<file path="config.mk">
export PLATFORM = sky130hd
export DESIGN_NAME = alu_pipe
export DESIGN_NICKNAME = d
export VERILOG_FILES = /design/src/rtl/alu_pkg.sv /design/src/rtl/alu_mul_iter.sv /design/src/rtl/alu_pipe.sv
export SDC_FILE = /design/constraint.sdc
export NUM_CORES = 1
export LEC_CHECK = 0
export CAP_MARGIN = 25
export CORE_MARGIN = 1
export CORE_UTILIZATION = 35
export DETAILED_ROUTE_END_ITERATION = 8
export GPL_TIMING_DRIVEN = 0
export PLACE_DENSITY = 0.61
export SYNTH_ARGS = -nofsm -noshare
export SYNTH_HDL_FRONTEND = slang
export SYNTH_SLANG_ARGS = --single-unit
</file>
<file path="constraint.sdc">
create_clock -name clk -period 6 [get_ports clk]
set_input_delay 0.6 -clock clk [delete_from_list [all_inputs] [get_ports clk]]
set_output_delay 0.6 -clock clk [all_outputs]
set_load 0.05 [all_outputs]
</file>
<file path="src/rtl/alu_pkg.sv">
// Shared definitions for the handshaked ALU.
//   - 4-bit operation codes (ADD..MUL); codes 11-15 are illegal.
//   - FSM state encoding: IDLE (ready for work), MUL (iterating multiply),
//     HOLD (result presented, waiting for the consumer).
package alu_pkg;

    localparam logic [3:0] OP_ADD  = 4'd0;
    localparam logic [3:0] OP_SUB  = 4'd1;
    localparam logic [3:0] OP_SLL  = 4'd2;
    localparam logic [3:0] OP_SRA  = 4'd3;
    localparam logic [3:0] OP_SRL  = 4'd4;
    localparam logic [3:0] OP_AND  = 4'd5;
    localparam logic [3:0] OP_OR   = 4'd6;
    localparam logic [3:0] OP_XOR  = 4'd7;
    localparam logic [3:0] OP_SLT  = 4'd8;
    localparam logic [3:0] OP_SLTU = 4'd9;
    localparam logic [3:0] OP_MUL  = 4'd10;

    typedef enum logic [1:0] {
        IDLE = 2'd0,
        MUL  = 2'd1,
        HOLD = 2'd2
    } state_t;

endpackage

</file>
<file path="src/rtl/alu_mul_iter.sv">
// Iterative shift-add multiplier (low WIDTH bits of a*b).
// Ports:
//   clk, rst_n    clock / synchronous active-low reset
//   start         latch a/b, clear accumulator and counter, begin iterating
//   a, b          operands (sampled on start)
//   done          combinational: high during the final iteration cycle
//   product       accumulator value including the current iteration's add;
//                 valid to capture when done is high
// Operands are latched on the start edge; the WIDTH iterations then occur on
// the following WIDTH edges. done is asserted in the cycle before the last
// iteration edge so the parent can capture product on that same edge.
module alu_mul_iter
    #(
        parameter int WIDTH = 32
    )
    (
        input  logic             clk,
        input  logic             rst_n,
        input  logic             start,
        input  logic [WIDTH-1:0] a,
        input  logic [WIDTH-1:0] b,
        output logic             done,
        output logic [WIDTH-1:0] product
    );

    localparam int CNT_W = $clog2(WIDTH);

    logic [WIDTH-1:0] ma_reg, ma_next;
    logic [WIDTH-1:0] mb_reg, mb_next;
    logic [WIDTH-1:0] acc_reg, acc_next;
    logic [CNT_W-1:0] cnt_reg, cnt_next;
    logic             running_reg, running_next;
    logic [WIDTH-1:0] acc_sum;
    logic             last_iter;

    assign acc_sum   = mb_reg[0] ? (acc_reg + ma_reg) : acc_reg;
    assign last_iter = (cnt_reg == CNT_W'(WIDTH - 1));
    assign done      = running_reg & last_iter;
    assign product   = acc_sum;

    always_comb begin
        ma_next      = ma_reg;
        mb_next      = mb_reg;
        acc_next     = acc_reg;
        cnt_next     = cnt_reg;
        running_next = running_reg;
        if (start) begin
            ma_next      = a;
            mb_next      = b;
            acc_next     = '0;
            cnt_next     = '0;
            running_next = 1'b1;
        end else if (running_reg) begin
            acc_next = acc_sum;
            ma_next  = ma_reg << 1;
            mb_next  = mb_reg >> 1;
            cnt_next = cnt_reg + CNT_W'(1);
            if (last_iter) begin
                running_next = 1'b0;
            end
        end
    end

    always_ff @(posedge clk) begin
        if (!rst_n) begin
            ma_reg      <= '0;
            mb_reg      <= '0;
            acc_reg     <= '0;
            cnt_reg     <= '0;
            running_reg <= 1'b0;
        end else begin
            ma_reg      <= ma_next;
            mb_reg      <= mb_next;
            acc_reg     <= acc_next;
            cnt_reg     <= cnt_next;
            running_reg <= running_next;
        end
    end

endmodule

</file>
<file path="src/rtl/alu_pipe.sv">
// Handshaked ALU with registered result, zero and signed-overflow flags.
// Ports:
//   clk, rst_n           clock / synchronous active-low reset
//   in_valid, in_ready   input handshake (accept = in_valid & in_ready)
//   op, a, b             operation code and operands; shift amount is
//                        b[SHW-1:0]
//   out_valid, out_ready output handshake; result/zero/ovf stable while
//                        out_valid is high and out_ready is low
//   result, zero, ovf    registered result and flags
//   busy                 multiply iteration in progress
// Single-cycle ops produce out_valid one cycle after accept. MUL takes
// WIDTH+1 cycles. in_ready depends combinationally on out_ready in HOLD so
// that a new op can be accepted in the same cycle the result is consumed.
module alu_pipe
    import alu_pkg::*;
    #(
        parameter int WIDTH  = 32,
        parameter bit MUL_EN = 1'b1
    )
    (
        input  logic             clk,
        input  logic             rst_n,
        input  logic             in_valid,
        output logic             in_ready,
        input  logic [3:0]       op,
        input  logic [WIDTH-1:0] a,
        input  logic [WIDTH-1:0] b,
        output logic             out_valid,
        input  logic             out_ready,
        output logic [WIDTH-1:0] result,
        output logic             zero,
        output logic             ovf,
        output logic             busy
    );

    localparam int SHW = $clog2(WIDTH);

    state_t           state_reg, state_next;
    logic [WIDTH-1:0] result_reg, result_next;
    logic             zero_reg, zero_next;
    logic             ovf_reg, ovf_next;

    logic             accept;
    logic             is_mul;
    logic             mul_start;
    logic             mul_done;
    logic [WIDTH-1:0] mul_product;

    logic [SHW-1:0]   sh;
    logic [WIDTH-1:0] sum;
    logic [WIDTH-1:0] diff;
    logic [WIDTH-1:0] alu_res;
    logic             alu_ovf;

    assign in_ready  = (state_reg == IDLE) | ((state_reg == HOLD) & out_ready);
    assign accept    = in_valid & in_ready;
    assign is_mul    = MUL_EN && (op == OP_MUL);
    assign out_valid = (state_reg == HOLD);
    assign busy      = (state_reg == MUL);
    assign result    = result_reg;
    assign zero      = zero_reg;
    assign ovf       = ovf_reg;

    assign sh   = b[SHW-1:0];
    assign sum  = a + b;
    assign diff = a - b;

    // Single-cycle op mux. MUL (handled by the iterator) and illegal codes
    // fall to the default of zero with no overflow.
    always_comb begin
        alu_res = '0;
        alu_ovf = 1'b0;
        case (op)
            OP_ADD: begin
                alu_res = sum;
                alu_ovf = (a[WIDTH-1] == b[WIDTH-1]) && (sum[WIDTH-1] != a[WIDTH-1]);
            end
            OP_SUB: begin
                alu_res = diff;
                alu_ovf = (a[WIDTH-1] != b[WIDTH-1]) && (diff[WIDTH-1] != a[WIDTH-1]);
            end
            OP_SLL:  alu_res = a << sh;
            OP_SRA:  alu_res = $signed(a) >>> sh;
            OP_SRL:  alu_res = a >> sh;
            OP_AND:  alu_res = a & b;
            OP_OR:   alu_res = a | b;
            OP_XOR:  alu_res = a ^ b;
            OP_SLT:  alu_res = WIDTH'($signed(a) < $signed(b));
            OP_SLTU: alu_res = WIDTH'(a < b);
            default: alu_res = '0;
        endcase
    end

    generate
        if (MUL_EN) begin : g_mul
            alu_mul_iter #(
                .WIDTH (WIDTH)
            ) u_mul (
                .clk     (clk),
                .rst_n   (rst_n),
                .start   (mul_start),
                .a       (a),
                .b       (b),
                .done    (mul_done),
                .product (mul_product)
            );
        end else begin : g_no_mul
            assign mul_done    = 1'b0;
            assign mul_product = '0;
        end
    endgenerate

    always_comb begin
        state_next  = state_reg;
        result_next = result_reg;
        zero_next   = zero_reg;
        ovf_next    = ovf_reg;
        mul_start   = 1'b0;
        case (state_reg)
            IDLE, HOLD: begin
                if (accept) begin
                    if (is_mul) begin
                        mul_start  = 1'b1;
                        state_next = MUL;
                    end else begin
                        result_next = alu_res;
                        zero_next   = (alu_res == '0);
                        ovf_next    = alu_ovf;
                        state_next  = HOLD;
                    end
                end else if (state_reg == HOLD && out_ready) begin
                    state_next = IDLE;
                end
            end
            MUL: begin
                // The final iteration's sum is captured on the same edge it
                // is formed, giving WIDTH+1 cycles from accept to out_valid.
                if (mul_done) begin
                    result_next = mul_product;
                    zero_next   = (mul_product == '0);
                    ovf_next    = 1'b0;
                    state_next  = HOLD;
                end
            end
            default: state_next = IDLE;
        endcase
    end

    always_ff @(posedge clk) begin
        if (!rst_n) begin
            state_reg  <= IDLE;
            result_reg <= '0;
            zero_reg   <= 1'b0;
            ovf_reg    <= 1'b0;
        end else begin
            state_reg  <= state_next;
            result_reg <= result_next;
            zero_reg   <= zero_next;
            ovf_reg    <= ovf_next;
        end
    end

endmodule

</file>
# After elaboration in Yosys (flattened, before gate mapping)
# Cells that the tools add are included.
# totals
ff_bits	138
in_bits	72
elab_cells	90
# op_classes
addsub	4
magnitude_cmp	2
eq_ne	21
n_shift	3
n_mux	30
n_bitwise	8
reduce_logical	13
# ops
operator	count
one-hot mux 32 bit (10 select lines)	1
2-to-1 mux 32 bit	8
adder 32 bit	2
zero test 32 bit	2
less-than comparator 32 bit	2
one-hot mux 32 bit (2 select lines)	1
AND 32 bit	1
bitwise OR 32 bit	1
left shift 32 x 5 -> 32 bit	1
>> shifter 32 x 5 -> 32 bit	1
>>> shifter 32 x 5 -> 32 bit	1
subtractor 32 bit	1
bitwise XOR 32 bit	1
== test 4 x 3 -> 1 bit (second input constant)	4
== test 4 bit (second input constant)	3
2-to-1 mux 1 bit	12
== test 4 x 2 -> 1 bit (second input constant)	2
2-to-1 mux 2 bit	4
one-hot mux 1 bit (2 select lines)	3
adder 5 x 1 -> 5 bit (second input constant)	1
== test 5 bit (second input constant)	1
== test 4 x 1 -> 1 bit (second input constant)	1
zero test 4 bit	1
!= test 2 bit (second input constant)	2
other kinds (16)	24

# Longest topological paths before layout
# Gate-level depths: netlist of run 1.
# depth
depth_word	7
mapped_depth	18

# Hierarchy
# Synthesis of run 1 repeated with hierarchy kept, for this count alone.
# unflattened
cells_unflattened	2508
hier_area_um2	19159.6
# by_module_without_submodules
module	n_inst	cells_per_inst	area_each_um2	seq_area_each_um2
alu_pipe	1	1705	12560.8	720.7
alu_mul_iter	1	803	6598.8	2042.0

# Worst setup path after synthesis of run 1
# Ideal clock, no wire load.
# synth_path
kind	in2reg
from	input port b[2]
to	register zero_reg (netlist: zero)
setup_time_ns	0.075
arrival_time_ns	4.364
path_slack_ns	1.561
stages	18
cell_sequence	buf_2 -> inv_1 -> buf_2 -> buf_1 -> ha_1 -> buf_2 -> nand2b_1 -> a2111oi_2 -> o31a_2 -> o21ai_2 -> a2111oi_4 -> or2_2 -> o2bb2ai_2 -> a2111oi_4 -> o2111ai_1 -> nor4b_2 -> nand4_1 -> o211ai_2
# synth_via
elab_chain_len	6
word_cells_on_any_way	15
cone_classes	2 x add/sub; 2 x order compare; 3 x shift; 4 x mux; 3 x bitwise; 1 x reduce/logical
# synth_rtl
item	line_no	source
from (decl)	alu_pipe.sv:27	input logic [WIDTH-1:0] b,
subtractor 32 bit (tied with other cells)	alu_pipe.sv:66	assign diff = a - b;
one-hot mux 32 bit (10 select lines) (*)	alu_pipe.sv:73	case (op)
zero test 32 bit (*)	alu_pipe.sv:127	zero_next = (alu_res == '0);
2-to-1 mux 1 bit (*)	alu_pipe.sv:122	if (is_mul) begin
2-to-1 mux 1 bit (*)	alu_pipe.sv:121	if (accept) begin
one-hot mux 1 bit (2 select lines) (*)	alu_pipe.sv:119	case (state_reg)
to (signal assigned)	alu_pipe.sv:158	zero_reg <= zero_next;
to (decl)	alu_pipe.sv:40	logic zero_reg, zero_next;
# Every way passes the cells marked *; elsewhere a longest branch is shown, timed or not. The select of a mux whose other input is x is not followed.
# A chain may end at the register's enable or synchronous reset.

# Worst setup path after layout of run 1
# layout_path
from	input port b[1]
to	register zero_reg (netlist: zero)
# The elaborated chain is that of the path after synthesis.

==> impl_metrics.yaml, run 1 <==
routing:
  route.met3.wl_um: 7790
  met1_length_um: 39300
  drt-total-wl_um: 96700
  wl_per_cell_um: 31.7
  firstDrtPassIters: 6
  vias_per_cell: 6.52
  ant_nets: 0
  via_count: 19920
  routed.top_layer: "met5"
  drt_iter0_drc: 2193
  drc: 0
  wl_met2_um: 44100
sta:
  worstMarginPinSlew_ps: 1220
  setup_viol: 0
  final-hold-violation-count: 0
  layout_setup_ws_ps: 22.1
  fin_crit_sh_pct: 99.6
  fmax_ghz: 0.167
  layout_min_cycle_time_ps: 5980
  slew_headroom_pct: 18.5
  rsz0062_at_grt: "no"
  skew_ps: 9.52
  slew_viol_final: 0
final_layout:
  drive_above_1_share_pct: 9.87
  area_delta_synth_final_pct: 15.9
  fin_cells: 3056
  final_nets: 2586
  final_area_sq_um: 20300
  final_util_pct: 41.3
run_status:
  status: "completed"
worst_hold_path:
  hold_path.class: "register to register"
critical_path:
  rr_endpoint: "zero"
  crit_end: "zero"
  critPathMaxFanout: 12
  worstSetupStartpoint: "b[1]"
  r2r_start: "state_reg[0]"
  startpoint_type: "input port"
  crit_path_end_kind: "register"
  crit_type: "input port to register"
  ff2ff_path_depth: 12
  cp.required_ps: 6380
  crit_arrival_ps: 6360
  rrSetupSlack_ps: 1310
placed_design:
  placed_cell_area_sq_um: 19500
  place_congestion: 1.04
  hpwl_um: 79600
  place_ws_ps: -1820
  dp_cells: 3021
  portBuffers: 107
die:
  row_count: 81
  die_w_um: 225
  die_height_um: 225
  io_pins: 109
  start_util_pct: 35.6
  core_sq_um: 49100
  die_area_sq_um: 50800
logic_synthesis:
  ys_seq_elements: 138
  yosys-top-cells-area: "dfxtp_1 16%, ha_1 9.5%, mux2i_1 8.9%, mux4_2 5.7%, nand2_1 4.6%"
  yosys.cell_types.count: 106
  synth_top_cell_by_area: "dfxtp_1"
  synth-seq-area-share_pct: 15.8
  synthTopCellsByCount: "214 x nand2_1, 188 x nor2_1, 155 x a21oi_1, 155 x mux2i_1, 138 x dfxtp_1"
  synth_area_per_cell_sq_um: 7.80
  syn-cell-area_sq_um: 17500
  synth.top_cell.area_share_pct: 15.8
  synth_ff_type: "dfxtp_1"
  synthArstFlopShare_pct: 0
  post-synth-top-count-cell: "nand2_1"
  synth_warnings: 0
  synthesis.nets: 2447
  synthCells: 2239
  synth_edf_count: 0
power_and_ir_drop:
  power_density_nw_per_um2: 175
  worst_ir_drop_vdd_uv: 198
  power_leakage_nw: 8.48
clock_tree:
  htreeDepth: 4
  cts-root-buf: "clkbuf_16"
  clkLatencyLatePin_ps: 470
  clock-sinks: 138
  cts_tree: "built"
  clockBufferDepth: 2
  clk_pin_slew_ps: 60
  numCtsBuffers: 17
global_routing:
  grt_pass1_vias: 19189
  grt_pass1_wl_um: 138000
  antenna_found_initial: 2
  overflow: 0
  grt_usage_pct: 37.9
  grt_start_max_net_pins: 17
run:
  cap_violations: 0
[cell families after synthesis]
logic type      synth area share (%)
compound gates                  30.4
simple gates                    18.2
buf+inv                         7.26
mux                             16.3
flops                           15.8
fa+ha+maj                       9.87
xor+xnor                        2.21
[power breakdown]
group / switching [mW] / leakage [nW] / internal, mW
Sequential: 0.0258 / 1.12 / 0.947
Combinational: 1.01 / 7.07 / 0.486
Clock: 0.474 / 0.285 / 0.589
Total: 1.51 / 8.48 / 2.02
[metrics by stage]
step           hold WS (ps)  TNS [ps]  total power [mW]
2_1_floorplan           467         0              1.82
3_3_place_gp            472     -8970              2.40
3_5_place_dp            468     -7430              2.40
4_1_cts                 476         0              3.48
5_1_grt                 522         0              3.65
6_report                477         0              3.54
[cell type report]
class | count | area, sq um
antenna | 1 | 2.50
buffer | 169 | 847
clock buffer | 18 | 439
clock inverter | 14 | 136
fill | 5107 | 28800
inverter | 115 | 432
multi-input combinational | 1816 | 13600
sequential | 138 | 2760
tap | 664 | 831
timing repair buffer | 121 | 1160
[critical path: stages]
cell	delay, ps
clkdlybuf4s50_1	570
buf_2	360
inv_1	100
clkbuf_4	270
buf_4	260
buf_4	240
ha_1	360
a211oi_2	340
o21a_1	210
xnor2_1	80
a22oi_1	220
o221ai_1	450
nor4_2	490
nand4_1	230
nor4_4	450
nand4_1	280
nor4b_2	430
nand4_1	240
o211ai_2	130
[layout by cell type, fill, tap and decap left out, types with 44 or more instances in the layout]
master,n
nand2_1,214
o21ai_0,110
dfxtp_1,138
a21oi_1,155
ha_1,133
nor2_1,188
mux4_2,44
inv_1,109
mux2i_1,155
o211a_1,68
a211oi_1,57
clkbuf_1,95
clkdlybuf4s50_1,107
[how the worst min path moves through the flow]
stage	depth (start not counted)	start	slack [ps]	end
after floorplan	2	g_mul.u_mul.cnt_reg[4]	470	g_mul.u_mul.cnt_reg[4]
after global placement	2	ovf	470	ovf
after detailed placement	2	ovf	470	ovf
after CTS	2	ovf	480	ovf
after global routing	2	result[1]	520	result[1]
final	2	ovf	480	ovf
[repair_timing]
item                                   in CTS  in global routing
pin swaps                                   1                  2
endpoints found under the hold margin       0                  0
resized for setup                          24                 18
gates cloned                                0                  0
setup endpoints to repair                   4                  3
hold buffers                                0                  0
setup buffers                               1                  1
[layer usage]
| metal | up-vias | track usage (%) |
|---|---|---|
| met1 | 9786 | 47.8 |
| met4 | 2 | 19.8 |
| met3 | 256 | 6.81 |
| met5 | - | 0 |
| li1 | 8723 | - |
| met2 | 1153 | 61.4 |
(Power assumes the default switching activity.)
==> run 2, diff against run 1 <==
--- a/config.mk
+++ b/config.mk
@@ -11,6 +11,7 @@
 export DETAILED_ROUTE_END_ITERATION = 8
 export GPL_TIMING_DRIVEN = 0
 export PLACE_DENSITY = 0.61
+export RECOVER_POWER = 100
 export SYNTH_ARGS = -nofsm -noshare
 export SYNTH_HDL_FRONTEND = slang
 export SYNTH_SLANG_ARGS = --single-unit
==> run 2 against run 1 <==
  * Via count decreased by 0.70%
  * Largest cell class unchanged
  * Critical endpoint unchanged
  * Critical path type unchanged
  * Largest power group unchanged
  * Register-to-register slack is essentially flat
  * Routed wire length fell by 0.14%
  * Highest routed layer unchanged
==> impl_metrics.yaml, run 2 (synthesized netlist as in run 1, its figures left out) <==
run_status:
  status: "completed"
sta:
  rsz0062_at_grt: "no"
  worstMarginPinSlew_ps: 1210
  final-hold-violation-count: 0
  skew_ps: 8.71
  fin_crit_sh_pct: 99.2
  layout_setup_ws_ps: 50.6
  setup_viol: 0
  slew_viol_final: 0
  slew_headroom_pct: 18.8
  layout_min_cycle_time_ps: 5950
  fmax_ghz: 0.168
critical_path:
  path_delay_family: "compound AO/OA/AOI/OAI gates"
  crit_path_end_kind: "register"
  crit_arrival_ps: 6330
  r2r_start: "state_reg[0]"
  critPathMaxFanout: 12
  rr_endpoint: "zero"
  ff2ff_path_depth: 12
  rrSetupSlack_ps: 1320
  critPathSlowestCell: "clkdlybuf4s50_1"
  startpoint_type: "input port"
  cp.required_ps: 6380
  max_stage_delay_ps: 570
  cp_cell_sequence: "clkdlybuf4s50_1 > buf_2 > inv_1 > clkbuf_4 > buf_4 > buf_4 > ha_1 > o21bai_1 > nand2_1 > a21oi_1 > nor3_1 > o311a_1 > o2111ai_1 > a31oi_1 > o21a_1 > or3_2 > a21oi_1 > nand4_1 > o211ai_1"
  crit_type: "input port to register"
  cp_num_buf_inv: 6
clock_tree:
  cts_tree: "built"
  htreeDepth: 4
  clock-sinks: 138
  clockBufferDepth: 2
  cts-root-buf: "clkbuf_16"
  numCtsBuffers: 17
  clkLatencyLatePin_ps: 470
  clk_pin_slew_ps: 60
power_and_ir_drop:
  worst_ir_drop_vdd_uv: 196
  p_seq_share_pct: 27.5
  power_leakage_nw: 8.57
  p_sw_mw: 1.51
  p_total_mw: 3.53
  p_clk_share_pct: 30.2
  swShare_pct: 42.9
  internal-power_mw: 2.01
  power_density_nw_per_um2: 174
  comb_power_share_pct: 42.2
final_layout:
  drive_above_1_share_pct: 9.66
  layout_commonest_cell: "nand2_1"
  nFillCells: 5111
  area_delta_synth_final_pct: 15.8
  final_nets: 2586
  layout_common_cells: "214 x nand2_1, 188 x nor2_1, 155 x a21oi_1, 155 x mux2i_1, 138 x dfxtp_1"
  final_area_sq_um: 20200
  fin_cells: 3056
worst_hold_path:
  min-delay-start: "ovf"
  whs_endpoint: "ovf"
  hold_path.class: "register to register"
  hold_depth: 2
die:
  start_util_pct: 35.6
  row_count: 81
  die_height_um: 225
  die_w_um: 225
  core_sq_um: 49100
  die_area_sq_um: 50800
  io_pins: 109
run:
  cap_violations: 0
placed_design:
  placed_cell_area_sq_um: 19500
  place_congestion: 1.04
  place_ws_ps: -1820
  portBuffers: 107
  dp_cells: 3021
  hpwl_um: 79600
routing:
  drt_iter0_drc: 2218
  via_count: 19780
  firstDrtPassIters: 6
  ant_nets: 0
  vias_per_cell: 6.47
  drt-total-wl_um: 96600
  drc: 0
  wl_per_cell_um: 31.6
global_routing:
  grt_start_max_net_pins: 17
  antenna_found_initial: 2
  grt_pass1_wl_um: 138000
  grt_usage_pct: 37.9
  grt_pass1_vias: 19189
  overflow: 0
==> run 2: timing repair <==
| action | 4_1_cts | 5_1_grt |
|---|---|---|
| pin swaps | 1 | 2 |
| endpoints found under the setup margin | 4 | 3 |
| hold endpoints to repair | 0 | 0 |
| buffers inserted | 1 | 1 |
| hold buffers | 0 | 0 |
| resized for setup | 24 | 18 |
==> run 2: per-stage QoR <==
stage               util (%)  hold slack, ps  setup TNS, ps
global placement        39.5             472          -8970
floorplan                  -             467              0
CTS                     41.1             476              0
detailed placement      39.7             468          -7430
finish                  41.3             473              0
global route            41.3             519              0
==> run 2: area by class of cell <==
type / count / area [sq um] / share of cell area, %
clock buffer: 18 / 439 / 2.17
multi-input combinational: 1816 / 13600 / 67.4
timing repair buffer: 121 / 1150 / 5.70
buffer: 169 / 847 / 4.18
sequential: 138 / 2760 / 13.6
antenna: 1 / 2.50 / 0.0124
inverter: 115 / 432 / 2.13
clock inverter: 14 / 136 / 0.674
tap: 664 / 831 / 4.10
==> run 2: tightest hold or removal path, cell delays in order, from the launching register on <==
cell and delay (ps):
dfxtp_1 310, nand2_1 50, a21boi_0 60
==> run 2: power groups by stage <==
stage / Sequential, mW / Combinational, mW / Clock (mW)
floorplan: 1.04 / 0.786 / 0
global placement: 0.991 / 1.41 / 0
detailed placement: 0.992 / 1.41 / 0
CTS: 0.971 / 1.43 / 1.08
global route: 0.974 / 1.54 / 1.12
finish: 0.971 / 1.49 / 1.07
==> run 2: metal layers <==
layer  global-route usage [%]  wire, um
met2                     61.4     43900
met1                     47.8     39800
met5                        0        13
met3                     6.81      7120
met4                     19.8      5750
==> run 2: worst max-delay path by stage <==
stage / depth (start not counted) / endpoint / slack [ps] / from
after floorplan: 18 / zero / 1560 / b[2]
after CTS: 19 / zero / 6 / b[2]
final: 19 / zero / 50 / b[1]
after global placement: 17 / zero / -2190 / b[3]
after global routing: 19 / zero / 30 / b[1]
after detailed placement: 19 / zero / -1820 / b[1]
